<file path="config.mk">
export PLATFORM = sky130hd
export DESIGN_NAME = seg_scan_ctrl_flat
export DESIGN_NICKNAME = d
export VERILOG_FILES = /design/src/rtl/seg_pkg.sv /design/src/rtl/seg_scan_ctrl_if.sv /design/src/rtl/seg7_decode.sv /design/src/rtl/seg_scan_ctrl.sv /design/src/flat_wrapper.sv
export SDC_FILE = /design/constraint.sdc
export NUM_CORES = 1
export LEC_CHECK = 0
export CORE_MARGIN = 4
export CORE_UTILIZATION = 35
export DETAILED_ROUTE_END_ITERATION = 16
export DONT_BUFFER_PORTS = 1
export REMOVE_ABC_BUFFERS = 1
export SLEW_MARGIN = 10
export SYNTH_ARGS = -nofsm -noshare
export SYNTH_HDL_FRONTEND = slang
export SYNTH_SLANG_ARGS = --single-unit
</file>
<file path="constraint.sdc">
create_clock -name CLK -period 5.4 [get_ports CLK]
set_input_delay 0 -clock CLK [delete_from_list [all_inputs] [get_ports CLK]]
set_output_delay 0 -clock CLK [all_outputs]
set_load 0.02 [all_outputs]
</file>
<file path="src/rtl/seg_pkg.sv">
// rtl/seg_pkg.sv - shared scan-state enum, blank constant and hex-to-segment table
package seg_pkg;

    typedef enum logic [1:0] {
        BLANK_L = 2'd0,
        SHOW_L  = 2'd1,
        BLANK_R = 2'd2,
        SHOW_R  = 2'd3
    } seg_state_e;

    localparam logic [0:6] SEG_OFF = 7'b1111111;

    // Active-low patterns; leftmost bit of each entry is SEG_C[0] (top segment).
    localparam logic [0:15][0:6] HEX_SEG = {
        7'b0000001, 7'b1001111, 7'b0010010, 7'b0000110,
        7'b1001100, 7'b0100100, 7'b0100000, 7'b0001111,
        7'b0000000, 7'b0001100, 7'b0001000, 7'b1100000,
        7'b0110001, 7'b1000010, 7'b0110000, 7'b0111000
    };

endpackage

</file>
<file path="src/rtl/seg_scan_ctrl_if.sv">
// rtl/seg_scan_ctrl_if.sv - digit-pair update handshake between producer and scan controller
interface seg_scan_ctrl_if;
    logic       upd_valid;
    logic [7:0] upd_data;
    logic       upd_ready;

    modport master (output upd_valid, output upd_data, input  upd_ready);
    modport slave  (input  upd_valid, input  upd_data, output upd_ready);
endinterface

</file>
<file path="src/rtl/seg7_decode.sv">
// rtl/seg7_decode.sv - combinational hex digit to active-low 7-segment pattern
module seg7_decode
    import seg_pkg::*;
(
    input  logic [3:0] digit_i,
    output logic [0:6] seg_o
);

    assign seg_o = HEX_SEG[digit_i];

endmodule

</file>
<file path="src/rtl/seg_scan_ctrl.sv">
// rtl/seg_scan_ctrl.sv - two-digit multiplexed 7-segment scanner with blanking and tear-free updates
// Optional build macro: LEADING_ZERO_BLANK_EN (blank the left digit when it is zero).
module seg_scan_ctrl
    import seg_pkg::*;
#(
    parameter int DWELL_CYCLES = 8192,
    parameter int BLANK_CYCLES = 64
) (
    input  logic             CLK,
    input  logic             RST_N,
    seg_scan_ctrl_if.slave   upd,
    output logic [0:6]       SEG_C,
    output logic             SEG_AN,
    output logic             frame_tick
);

    localparam int MAX_CYC = (DWELL_CYCLES > BLANK_CYCLES) ? DWELL_CYCLES : BLANK_CYCLES;
    localparam int CNT_W   = (MAX_CYC > 2) ? $clog2(MAX_CYC) : 1;
    localparam logic [CNT_W-1:0] DWELL_LAST = CNT_W'(DWELL_CYCLES - 1);
    localparam logic [CNT_W-1:0] BLANK_LAST = CNT_W'(BLANK_CYCLES - 1);

    seg_state_e       state_q, state_d;
    logic [CNT_W-1:0] cnt_q, cnt_d;
    logic [7:0]       disp_q, disp_d;
    logic [7:0]       pend_q, pend_d;
    logic             pend_full_q, pend_full_d;

    logic             cnt_last;
    logic             boundary;
    logic             xfer;
    logic [3:0]       digit;
    logic [0:6]       digit_seg;

    always_ff @(posedge CLK or negedge RST_N) begin
        if (!RST_N) begin
            state_q     <= BLANK_L;
            cnt_q       <= '0;
            disp_q      <= 8'h00;
            pend_q      <= 8'h00;
            pend_full_q <= 1'b0;
        end else begin
            state_q     <= state_d;
            cnt_q       <= cnt_d;
            disp_q      <= disp_d;
            pend_q      <= pend_d;
            pend_full_q <= pend_full_d;
        end
    end

    assign upd.upd_ready = !pend_full_q;
    assign xfer          = upd.upd_valid && !pend_full_q;
    assign digit         = (state_q == SHOW_R) ? disp_q[3:0] : disp_q[7:4];

    seg7_decode u_decode (
        .digit_i (digit),
        .seg_o   (digit_seg)
    );

    always_comb begin
        state_d     = state_q;
        cnt_d       = cnt_q + 1'b1;
        disp_d      = disp_q;
        pend_d      = pend_q;
        pend_full_d = pend_full_q;
        SEG_C       = SEG_OFF;
        SEG_AN      = 1'b0;

        cnt_last = ((state_q == SHOW_L) || (state_q == SHOW_R)) ? (cnt_q == DWELL_LAST)
                                                                : (cnt_q == BLANK_LAST);
        boundary   = (state_q == SHOW_R) && cnt_last;
        frame_tick = boundary;

        if (cnt_last) begin
            cnt_d = '0;
            case (state_q)
                BLANK_L: state_d = SHOW_L;
                SHOW_L:  state_d = BLANK_R;
                BLANK_R: state_d = SHOW_R;
                default: state_d = BLANK_L;
            endcase
        end

        // Pending is full on the boundary only if it filled in an earlier cycle,
        // so a boundary-cycle transfer waits for the following frame.
        if (boundary && pend_full_q) begin
            disp_d      = pend_q;
            pend_full_d = 1'b0;
        end
        if (xfer) begin
            pend_d      = upd.upd_data;
            pend_full_d = 1'b1;
        end

        case (state_q)
            SHOW_L: begin
`ifdef LEADING_ZERO_BLANK_EN
                SEG_C = (disp_q[7:4] == 4'h0) ? SEG_OFF : digit_seg;
`else
                SEG_C = digit_seg;
`endif
            end
            BLANK_R: SEG_AN = 1'b1;
            SHOW_R: begin
                SEG_AN = 1'b1;
                SEG_C  = digit_seg;
            end
            default: SEG_C = SEG_OFF;
        endcase
    end

endmodule

</file>
<file path="src/flat_wrapper.sv">
// flat-port wrapper written by rule: the top's interface ports become plain ports
module seg_scan_ctrl_flat import seg_pkg::*;
#(
    parameter int DWELL_CYCLES = 8192,
    parameter int BLANK_CYCLES = 64
)
  (CLK, RST_N, SEG_C, SEG_AN, frame_tick, upd_upd_valid, upd_upd_data, upd_upd_ready);
  seg_scan_ctrl_if upd_i ();
  input  logic CLK;
  input  logic RST_N;
  output logic [0:6] SEG_C;
  output logic SEG_AN;
  output logic frame_tick;
  input wire logic [$bits(upd_i.upd_valid)-1:0] upd_upd_valid;
  input wire logic [$bits(upd_i.upd_data)-1:0] upd_upd_data;
  output wire logic [$bits(upd_i.upd_ready)-1:0] upd_upd_ready;
  assign upd_i.upd_valid = upd_upd_valid;
  assign upd_i.upd_data = upd_upd_data;
  assign upd_upd_ready = upd_i.upd_ready;
  seg_scan_ctrl #(.DWELL_CYCLES(DWELL_CYCLES), .BLANK_CYCLES(BLANK_CYCLES)) u_core (.CLK(CLK), .RST_N(RST_N), .upd(upd_i), .SEG_C(SEG_C), .SEG_AN(SEG_AN), .frame_tick(frame_tick));
endmodule
</file>
# After elaboration in Yosys (flattened, before gate mapping)
# Memory sizes are Yosys's and may differ from the RTL's.
# Index checks and enable logic that the tools add are counted.
word_totals:
  ff_bits: 32
  rom_bits: 112
  input_bits: 11
  output_inout_bits: 10
  memories: 1
memory_table:
  columns: ["memory", "words", "width", "rd", "rd_clocked_by_memory_dff", "write_ports", "line", "source"]
  rows:
  - ["(name not given)", 16, 7, 1, 0, 0, "seg7_decode.sv:9", "assign seg_o = HEX_SEG[digit_i];"]
classes:
  n_addsub: 1
  magnitude_cmp: 1
  n_eq_ne: 5
  muxes: 10
  bitwise_logic: 1
  n_reduce_logical: 9
ops:
  columns: ["op", "n"]
  rows:
  - ["2-to-1 mux 7 bit", 3]
  - ["adder 13 x 1 -> 13 bit, second input constant", 1]
  - ["== test 13 bit, second input constant", 1]
  - ["== test 13 x 6 -> 1 bit, second input constant", 1]
  - ["2-to-1 mux 13 bit", 1]
  - ["one-hot mux 2 bit (3 select lines)", 1]
  - ["greater-or-equal comparator 5 bit, second input constant", 1]
  - ["NOT 4 -> 5 bit", 1]
  - ["== test 2 bit, second input constant", 2]
  - ["2-to-1 mux 1 bit", 4]
  - ["2-to-1 mux 4 bit", 1]
  - ["OR reduction 2 bit", 2]
  - ["logical AND 1 bit", 3]
  - ["== test 2 x 1 -> 1 bit, second input constant", 1]
  - ["logical NOT 2 bit", 1]
  - ["nonzero test 2 bit", 1]
  - ["logical NOT 1 bit", 1]
  - ["logical OR 1 bit", 1]

# Logic depth before layout (Yosys ltp)
# Gate-level depths: netlist of the first run.
logic_depth:
  depth_word: 7
  ltp_mapped: 8
  ltp_nobuf: 7

# By module
# Synthesis of the first run repeated with hierarchy kept, for this count alone.
unflattened:
  cells_unflattened: 161
  hier_area_um2: 1809.2
by_module_without_submodules:
  columns: ["module", "instances", "cells_each", "area_each_um2"]
  rows:
  - ["seg_scan_ctrl", 1, 123, 1544.0]
  - ["seg7_decode", 1, 38, 265.3]

# Worst setup path after synthesis of the first run
# OpenSTA, ideal clock, no wires.
synth_path:
  path_kind: "reg-to-output"
  from: "reg u_core.state_q[0]"
  to: "out SEG_C[3] (netlist name)"
  arrival_time_ns: 2.112
  required_ns: 5.400
  path_slack_ns: 3.288
  path_stages_with_launch: 9
  path_buffers: 1
  path_cell_list: "dfrtp_1 > ha_1 > buf_2 > mux2_2 > inv_1 > ha_1 > nand2_1 > and3_1 > o21ai_0"
synth_via:
  elab_chain_len: 7
  elab_cells_between_ends: 9
  cone_classes: "eq/ne: 2; mux: 4; bitwise: 1; reduce/logical: 1; memory: 1"
synth_lines:
  columns: ["item", "line", "source"]
  rows:
  - ["start, declared", "seg_scan_ctrl.sv:22", "seg_state_e state_q, state_d;"]
  - ["start signal, assigned", "seg_scan_ctrl.sv:42", "state_q <= state_d;"]
  - ["== test 2 bit", "seg_scan_ctrl.sv:52, seg_scan_ctrl.sv:94", null]
  - ["2-to-1 mux 4 bit", "seg_scan_ctrl.sv:52", "assign digit = (state_q == SHOW_R) ? disp_q[3:0] : disp_q[7:4];"]
  - ["NOT 4 -> 5 bit (implied by the code)", "seg7_decode.sv:9", null]
  - ["memory read (16 x 7 bit)", null, null]
  - ["2-to-1 mux 7 bit (implied by the code) (2 in series)", "seg7_decode.sv:9", null]
  - ["2-to-1 mux 7 bit *", "seg_scan_ctrl.sv:94", "case (state_q)"]
  - ["end, declared", "flat_wrapper.sv:11", "output logic [0:6] SEG_C;"]
# Mark *: on every way between the ends. The rest lies on a longest branch, timed or not. The select of a mux whose other input is x is not followed.

# Worst setup path in the final report of the first run
layout_path:
  from: "reg u_core.state_q[0]"
  to: "out SEG_C[0] (netlist name)"
# Same word-level chain as after synthesis.

==> results of run 1 <==
-- per-stage QoR --
step	cell area [sq um]	setup WS, ns	util, %	instances	hold slack [ns]
2_1_floorplan	1720	3.21	-	152	-0.296
3_3_place_gp	1800	3.03	37.9	219	-0.295
3_5_place_dp	1800	2.81	37.9	219	-0.295
4_1_cts	2010	2.51	42.4	238	0.176
5_1_grt	2010	2.26	42.4	238	0.185
6_report	2010	2.47	42.4	238	0.168
-- power groups by stage --
stage,combinational [W],sequential (W),clock (W)
CTS,0.0000191,0.000250,0.000192
detailed placement,0.00000681,0.000255,0
global route,0.0000210,0.000251,0.000203
finish,0.0000185,0.000250,0.000184
global placement,0.00000640,0.000254,0
floorplan,0.00000618,0.000253,0
-- kinds of logic after synthesis --
family | count (synthesis) | share of synthesized area, %
fa+ha+maj | 12 | 8.65
simple gates | 47 | 14.0
xor+xnor | 10 | 5.04
buf+inv | 10 | 2.38
flops | 32 | 46.1
mux | 25 | 15.9
compound gates | 20 | 7.93
-- routing by layer --
metal / GRT usage, % / wire length [um] / vias to the layer above
met2: 18.3 / 1530 / 34
met1: 15.1 / 1490 / 581
li1: - / - / 578
met4: 8.22 / 93 / 0
met3: 3.21 / 158 / 10
met5: 0 / 0 / -
-- registers in the layout, summed over array words and instances (netlist names) --
register and count:
u_core.cnt_q 13, u_core.pend_full_q 1, u_core.pend_q 8, u_core.state_q 2, u_core.disp_q 8
-- placed cells by master, fill, tap and decap left out, types with 2 or more instances in the layout --
| cell | netlist | final |
|---|---|---|
| a21oi_1 | 3 | 3 |
| a31oi_1 | 3 | 3 |
| and2_1 | 3 | 3 |
| and3_1 | 3 | 3 |
| clkbuf_8 | 0 | 6 |
| clkinv_2 | 0 | 2 |
| dfrtp_1 | 32 | 32 |
| dlygate4sd3_1 | 0 | 10 |
| ha_1 | 12 | 12 |
| inv_1 | 6 | 6 |
| mux2_2 | 21 | 21 |
| mux2i_1 | 4 | 4 |
| nand2_1 | 10 | 10 |
| nand4_1 | 7 | 7 |
| nor2_1 | 11 | 11 |
| nor2b_1 | 3 | 3 |
| nor4_1 | 2 | 2 |
| o21ai_0 | 7 | 7 |
| o221ai_1 | 2 | 2 |
| or2_2 | 2 | 2 |
| xnor2_1 | 2 | 2 |
| xor2_1 | 8 | 8 |
-- worst max-delay path: stages, from the launching register on --
cell	delay, ns
dfrtp_1	0.45
ha_1	0.47
mux2i_1	0.88
nand2b_1	0.23
a21oi_1	0.08
o21ai_0	0.55
-- cell type report --
class / instances / area, sq um
clock buffer: 6 / 82.6
clock inverter: 2 / 10.0
fill: 478 / 2740
inverter: 6 / 22.5
multi-input combinational: 114 / 895
sequential: 32 / 801
tap: 67 / 83.8
timing repair buffer: 11 / 120
-- timing repair --
action / CTS / global route
buffers inserted: 0 / 0
hold endpoints to repair: 41 / 0
hold buffers: 11 / 0
-- worst max path at each step --
stage	start	endpoint	slack (ns)
2_1_floorplan	u_core.state_q[0]	SEG_C[0]	3.21
3_3_place_gp	u_core.state_q[0]	SEG_C[0]	3.03
3_5_place_dp	u_core.state_q[0]	SEG_C[0]	2.81
4_1_cts	u_core.state_q[0]	SEG_C[0]	2.51
5_1_grt	u_core.state_q[0]	SEG_C[0]	2.26
6_report	u_core.state_q[0]	SEG_C[0]	2.47
==> run summary, run 1 <==
STA classifies the critical path endpoint as an output port. The run gives 40.7% as the clock power share. Cells with a size suffix above 1 make up 20.5% of the layout. The run finished with clean final reports. The number of antenna violations at the first check in global routing was 0; the area share of the leading cell type in the synthesized netlist was 46.1%. Sequential cells burn 55.2% of the power. The logs give 0 for the number of hold-slack violations in the final timing report and 0 ns for the total negative slack.

Setup repair after global routing left no endpoint under its margin. Across the VDD grid, the largest voltage drop is 0.146 mV. Dividing the synthesized area by the synthesized cell count gives 11.1 sq um.

For the number of remaining DRC errors, the log shows 0. The arrival time at the worst endpoint came out at 2.93 ns. The class of the tightest hold or removal check was primary input to async pin. The relative slew slack is 31.8%, and the total clock buffers created by CTS is 5. In this run the horizontal extent of the chip is 78.4 um. The final routed wire length divided by cell count is 13.8 um, and the starting density of the core is 36.5%. After synthesis, the most frequently instantiated cells are dfrtp_1, mux2_2, ha_1. Synthesis instantiated 32 different standard cells from the library.

No sink is reached through more buffers than the 2 on the longest clock path. Dividing total power by cell area gives a power density of 225 nW/um^2. The total wire length after detailed routing was 3.28 mm. The worst register-to-register path ends at u_core.disp_q[7]. The detail route stage leaves a number of antenna-violating nets equal to 0. The total via count in the routed design is 1203, and the highest net fanout along the worst path is 14. The HPWL after detailed placement is 2.45 mm. The run gives 0.912 nW as the leakage power summed over all cells.

Setup violations remaining at the end of the flow were counted as 0. Floorplan core area: 4750 sq um. In the synthesized netlist, the number of instances is 156. After layout, the worst path uses 54.3% of the clock period. From synthesis to final layout, the design area changed by 16.0%.

The tools report the number of global-route vias before repair as 1258. The most repeated cell in the gate-level netlist after synthesis is dfrtp_1. CTS clock-pin slew for the worst setup and hold paths: 0.06 ns.

Total die area: 6150 sq um. Across the routed clock network, the largest skew measured is 0.00433 ns. For the worst setup path, the data required time is 5.40 ns. The switching share of power was 20.6%; the global-route wire length before repair was 5.80 mm. After clock tree synthesis, the repair step resized 0 gates.

The root buffer cell chosen for the clock tree is clkbuf_8. The post-synthesis cell type with the largest combined area is dfrtp_1. The run gives 0 as the number of max-slew violations in the final report. Max-cap violations in this run came to 0. For the post-synthesis instance area, the log shows 1740 sq um. Clock insertion delay at the later pin of the skew report: 0.28 ns.

By area the synthesized netlist is led by dfrtp_1, mux2_2, ha_1. The H-tree generated during clock tree synthesis spans 2 levels. The net total in the final layout is 193.

During I/O placement, the number of pins put on the boundary was 21. The repair_antennas step left the layout with diodes totalling 0. In this run, the combinational gates consume 4.1% of the power. The number of detailed-routing iterations run before antenna repair is 4. The tools report the worst-case register-to-register setup slack as 3.29 ns.

The congestion estimate from routability-driven global placement came to 0.805. The total track usage is 12.1%, and the TritonCTS sink count is 32. TritonCTS built the clock tree. After global routing the overflow that remains totals 0. For the pin with the worst max-slew slack, the measured transition is 0.995 ns. For the maximum number of pins on one net before global-route repair, the log shows 33.

The category of the most critical setup path was register to output port. In this run the critical register-to-register path is launched from u_core.state_q[0]. The sum of internal, switching and leakage power was 0.000453 W. In the routed layout, each cell is associated on average with a via count of 5.05. The violation count after the first detailed-route iteration was 44; the number of buffers inserted by port buffering was 0. The overall die height came out at 78.4 um. The share of the Yosys chip area taken by registers is 46.1%. STA classifies the critical path startpoint as a register. For this run, the number of Yosys warnings is 0.

For the switching power, the log shows 0.0000935 W. For this run, the leading register cell type out of synthesis is dfrtp_1. The fraction of synthesis flops using an asynchronous set or reset pin came out at 100%.

Clock period minus final worst setup slack: 2.93 ns. The tools report the total internal power as 0.000360 W. The peak clock frequency supported by timing is 341 MHz. In this run, synthesis produced a sequential element count of 32. The number of placement rows was 25. For the worst flop-to-flop path, the logic depth is 4. Yosys mapped a number of flops with a built-in enable equal to 0.
Note: power is estimated with default switching activity, not from simulation.
==> inputs of run 2 (changes only) <==
clock period = 2.96 ns   (was 5.4 ns; I/O delays follow)
==> run 2 against run 1 <==
Compared with the run above:
- highest routed layer unchanged
- hold slack worse by 0.0093 ns
- sequential share of layout area decreased by 0.29 points
- register-to-register slack got worse by 2.4 ns
- flip-flop and latch count stayed put
- via count is 2.3% lower
- critical path depth rose by 2
==> run summary, run 2 (synthesis results as in run 1) <==
For the total via count in the routed design, the log shows 1175. The number of placed cells counting well taps came out at 223. The logs give 0 for the number of max-slew violations in the final report and 0.918 nW for the leakage power summed over all cells. The congestion estimate from routability-driven global placement came to 0.795. The worst endpoint required time came out at 2.96 ns. The tools report the startpoint kind of the worst setup timing path as a register. The final setup violation count is 0. Buffers added to address setup during post-CTS repair amount to 0. The clock insertion delay at the later pin of the skew report is 0.28 ns, and the CTS clock-pin slew for the worst setup and hold paths is 0.07 ns. The placed instances occupy a cell area of 1830 sq um.

The run gives 4750 sq um as the floorplan core area. The library cell used as clock root buffer is clkbuf_8. The largest registers in the layout are u_core.cnt_q x13, u_core.disp_q x8, u_core.pend_q x8. The pre-antenna-repair detailed-routing pass consisted of 4 iterations. After routing the design area is 2030 sq um. The tools report the violation count after the first detailed-route iteration as 22. VDD sags by at most 0.237 mV. The count of inserted antenna diode cells is 0. For the worst setup path, the data arrival time is 2.60 ns.

Across every metal layer, demand over resource in global routing totals 11.3%. Before CTS, the worst setup slack after placement is 0.645 ns. In this run, post-CTS repair resized a total of 0 instances. Port buffering added 0 buffers.

For the number of ports placed on the die boundary, the log shows 21. Setup repair after global routing left no endpoint under its margin. The number of remaining DRC errors is 0, and the number of flip-flops in the largest register is 13. After global routing the overflow that remains totals 0. Power spread over the standard cell area amounts to 394 nW/um^2. After detailed routing, the total wire length is 3.14 mm. STA classifies the critical path endpoint as an output port.

The run finished with clean final reports. For the number of placement rows, the log shows 25. The tool flagged a number of max-cap violations equal to 0. The initial utilization of the core area, before any placement, comes to 36.5%. The final routed wire length divided by cell count was 13.0 um. The H-tree was split into 2 levels. The first global-routing pass estimated 5.55 mm of wire. Using the TritonRoute via totals, the vias-per-cell ratio works out to 4.88.

The peak clock frequency supported by timing is 384 MHz, and the number of nets still failing antenna checks after routing is 0. The number of global-route vias before repair is 1208. The setup path with the least slack is of type register to output port.

Once detailed placement completed, the half-perimeter wirelength came to 2.34 mm. In the layout the commonest cells are dfrtp_1, mux2_2, ha_1. The logs give 0.00705 ns for the final worst clock skew and 0.356 ns for the final setup slack of the worst path.

Entering global routing, the biggest net connects 33 pins. Headroom to the max-slew limit came out at 54.8%. The tightest min-delay check is of the primary input to async pin type. The leading cell type in the layout, fill and taps excluded was dfrtp_1. Counting flops per register, the top entry is u_core.cnt_q. The layout-stage area growth over the synthesis result was 16.9%. The routed design could run at a clock period as short as 2.60 ns. The die covers 6150 sq um. The total clock buffers created by CTS was 5; the highest net fanout along the worst path was 11.

Setup total negative slack on the finished layout was measured at 0 ns. In the final layout, the share of cells above drive strength 1 is 21.3%. TritonCTS built the clock tree. The longest clock path from root to sink contains 2 buffers.

The width of the chip is 78.4 um, and the count of placed standard cells in the final layout, fillers left out is 241. Overall die height: 78.4 um. The number of hold-slack violations in the final timing report was 0. In the finished design, the share of the clock period the worst path needs comes to 88.0%. The tools report the number of antenna violations at the first check in global routing as 0. The clock net in this run drives a total of 32 sinks.

The actual transition at the worst max-transition pin is 0.672 ns. The design draws 0.000799 W. At the end of the flow, the number of nets in the layout was 197.
[run 2: final timing paths]
kind | from | end | slack, ns | depth (start not counted)
worst max-delay path | u_core.state_q[0] | SEG_C[0] | 0.36 | 7
worst min-delay path | RST_N | u_core.cnt_q[8] | 0.16 | 2
worst max register to register | u_core.state_q[0] | u_core.disp_q[4] | 0.92 | 4
worst min register to register | u_core.cnt_q[0] | u_core.cnt_q[0] | 0.49 | 1
max in group asynchronous | RST_N | u_core.disp_q[0] | 2.63 | 2
min in group CLK | upd_upd_valid | u_core.pend_q[5] | 0.23 | 2
[run 2: power by group]
part	leakage, nW	total, W	switching [W]	internal [W]
logic	0.462	0.0000336	0.0000129	0.0000207
registers	0.415	0.000456	0.00000621	0.000450
clock network	0.0410	0.000309	0.000150	0.000160
[run 2: per-layer routing]
metal	GRT usage [%]	vias to the layer above	wire [um]
met4	4.20	0	37
met2	18.3	31	1440
met1	14.1	558	1490
met5	0	-	0
met3	3.56	4	164
li1	-	582	-
[run 2: timing repair]
| item | CTS | global route |
|---|---|---|
| hold buffers | 11 | 0 |
| endpoints found under the hold margin | 41 | 0 |
| setup endpoints to repair | 0 | 0 |
[run 2: final cells by class]
class / instances / area, sq um
Clock buffer: 6 / 72.6
Clock inverter: 1 / 5.00
Fill cell: 468 / 2730
Inverter: 6 / 22.5
Multi-Input combinational cell: 114 / 895
Sequential cell: 32 / 801
Tap cell: 67 / 83.8
Timing Repair Buffer: 15 / 150
[run 2: stage by stage]
step / util, % / hold slack, ns
2_1_floorplan: - / -0.296
3_5_place_dp: 38.5 / -0.295
6_report: 42.7 / 0.158
5_1_grt: 42.7 / 0.172
4_1_cts: 42.7 / 0.164
3_3_place_gp: 38.5 / -0.295
[run 2: worst max-delay path, stage by stage (launching register included)]
cell and delay (ns):
dfrtp_1 0.43, ha_1 0.44, mux2_2 0.44, ha_1 0.26, or3_1 0.37, o21ai_0 0.10, o21ai_0 0.12, buf_4 0.17
==> inputs of run 3 (changes only) <==
CORE_ASPECT_RATIO = 0.6   (was unset)
==> run 3 against run 2 <==
Compared with the run above:
- first-iteration DRC count rose to 3.9 times the previous value
- die area rose by 0.61%
- setup slack got worse by 0.064 ns
- maximum frequency fell by 2.4%
- count of clock-buffer cells in the layout did not move
- clock power rose by 10%
- register-to-register slack got worse by 0.03 ns
- largest cell class unchanged
- largest power group unchanged
==> run summary, run 3 (synthesis results as in run 1) <==
The cell sitting at the root of the clock tree is a clkbuf_8. The clock tree synthesis step divided the H-tree into 2 levels. Measured in cells, the most critical reg-to-reg path has a length of 4. At the end of the flow, the number of nets in the layout was 197.

In the layout the commonest cells are dfrtp_1, mux2_2, ha_1. The initialized floorplan defines 19 standard-cell rows. The pre-antenna-repair detailed-routing pass consisted of 5 iterations. The number of max-slew violations in the final report was 0; the via count normalized by instance count was 5.15. The starting density of the core came out at 37.1%. For the clock insertion delay at the later pin of the skew report, the log shows 0.28 ns. In the finished design, the share of the clock period the worst path needs comes to 90.2%. The number of antenna diodes in the final layout is 0.

The endpoint type of the worst setup path was an output port. The worst register-to-register path ends at u_core.disp_q[0]. For the final HPWL from detailed placement, the log shows 2.44 mm. The count of buffers added on input and output ports is 0. In the global route stage, met2 resource usage came out at 16.8%. The met1 usage in global routing came out at 14.7%. The total wire length after detailed routing was 3.26 mm; the last weighted congestion value of the routability-driven placer was 0.973.

Walking the worst path, the cells encountered are ha_1 -> mux2_2 -> ha_1 -> or3_1 -> o21ai_0 -> o21ai_0 -> buf_4. The tools report the startpoint of the worst register-to-register path as u_core.state_q[0]. In the final layout, the registers with the most flip-flops are u_core.cnt_q x13, u_core.disp_q x8, u_core.pend_q x8.

The tools report the startpoint kind of the worst setup timing path as a register. The filler cell count was 427. The category of the most critical setup path was register to output port. In the final layout, the share of cells above drive strength 1 is 22.3%.

The number of antenna violations at the first check in global routing is 0. The tools report the floorplan core area as 4680 sq um. The detail route stage leaves a number of antenna-violating nets equal to 0. The final setup violation count is 0. The flow ran to the end, and the final reports show no timing, DRC or antenna violations.

The floorplan step set the die height to 62.6 um. The largest individual stage delay along the critical path comes from the cell ha_1. The register containing the most flip-flops in the final layout is u_core.cnt_q.

Across the routed clock network, the largest skew measured is 0.00605 ns. The final route contains 1226 vias. Peak clock frequency supported by timing: 375 MHz. The worst-case IR drop observed on VDD is 0.157 mV. The area growth from synthesis to layout is 17.4%.

For the global-route wire length before repair, the log shows 5.46 mm. The tools report the total track usage as 11.0%. The run gives 2 as the maximum buffer depth of the clock tree. In this run the worst hold path is classified as primary input to async pin.

The final routed wire length divided by cell count is 13.7 um, and the summed area of non-filler cells in the final layout is 2040 sq um. The CTS clock-pin slew for the worst setup and hold paths was 0.07 ns. In this run the worst path has a maximum fanout of 11. Counting every sink on the clock net gives 32.

The register with the most flip-flops in the layout has 13 of them. The die covers 6190 sq um. The clock period minus final worst setup slack works out to 2.67 ns.

TritonCTS built the clock tree. The number of buffer and inverter instances along the worst setup path works out to 1. The cell class contributing the biggest share of worst-path delay was adder cells.

Leading cell type in the layout, fill and taps excluded: dfrtp_1. The tools report the total negative slack as 0 ns. The final global-route overflow total was 0. The width of the chip is 98.9 um, and the total clock buffers created by CTS is 5. Setup repair after global routing left no endpoint under its margin. Headroom to the max-slew limit came out at 53.1%.

The number of global-route vias before repair was 1130. The tools report the number of remaining DRC errors as 0. The number of ports placed on the die boundary was 21. The setup check on the worst reg-to-reg path leaves a slack of 0.89 ns. The logs give 2.67 ns for the arrival time at the worst endpoint and 0 for the number of hold-slack violations in the final timing report.

The actual transition at the worst max-transition pin works out to 0.703 ns. The placed standard-cell area came out at 1830 sq um. The worst endpoint required time is 2.96 ns, and the power density over the cells is 407 nW/um^2.

The tools report the met3 track demand over resource as 4.01%. Across the run, the number of max-cap violations was 0. The global routing stage identified its most utilized layer as met2. For this block, the initial DRC count from the detailed router was 85. On the worst path, the slowest cell contributes a delay of 0.46 ns. The maximum number of pins on one net before global-route repair was 33; the leakage power summed over all cells was 0.928 nW.
[run 3: cell types whose count changed in the layout (fill, tap and decap cells not counted)]
| cell | before | now |
|---|---|---|
| clkinv_2 | 1 | 2 |
| clkbuf_1 | 1 | 0 |
| clkbuf_8 | 5 | 6 |
[run 3: final cells by class]
| cell class | count | area, sq um | area share (%) |
|---|---|---|---|
| Multi-Input combinational cell | 114 | 895 | 43.9 |
| Tap cell | 63 | 78.8 | 3.87 |
| Inverter | 6 | 22.5 | 1.10 |
| Timing Repair Buffer | 15 | 150 | 7.36 |
| Sequential cell | 32 | 801 | 39.3 |
| Clock inverter | 2 | 10.0 | 0.491 |
| Clock buffer | 6 | 82.6 | 4.05 |
[run 3: through the flow]
stage                     setup WS (ns)  util, %  total power [W]  cells  hold WS, ns
after global routing              0.199     43.5         0.000876    238        0.183
after CTS                         0.325     43.5         0.000847    238        0.170
after detailed placement          0.635     39.0         0.000477    219       -0.295
after global placement            0.772     39.0         0.000476    219       -0.294
after floorplan                   0.774        -         0.000473    152       -0.296
final                             0.291     43.5         0.000830    238        0.173
[run 3: power by group]
part / switching, W / internal (W)
clock: 0.000155 / 0.000185
combinational: 0.0000129 / 0.0000207
sequential: 0.00000645 / 0.000450
[run 3: metal layers]
layer	vias up	routed length, um
li1	585	-
met1	600	1500
met2	36	1540
met3	5	192
met4	0	28
met5	-	0
[run 3: worst max path at each step]
stage | depth (start not counted) | slack, ns | from | endpoint
final | 7 | 0.29 | u_core.state_q[0] | SEG_C[0]
after global routing | 7 | 0.20 | u_core.state_q[0] | SEG_C[0]
after CTS | 7 | 0.32 | u_core.state_q[0] | SEG_C[0]
after detailed placement | 7 | 0.64 | u_core.state_q[0] | SEG_C[0]
after global placement | 7 | 0.77 | u_core.state_q[0] | SEG_C[0]
after floorplan | 5 | 0.77 | u_core.state_q[0] | SEG_C[0]
[run 3: worst reg2reg max path, stage by stage (launching register included)]
cell	delay [ns]
dfrtp_1	0.44
ha_1	0.46
nand2_1	0.17
a211oi_4	0.49
mux2_2	0.39
[run 3: what timing repair did]
item                                   in CTS  in global routing
gates resized for setup                     0                  0
buffers inserted                            0                  0
endpoints found under the hold margin      41                  0
hold buffers                               11                  0
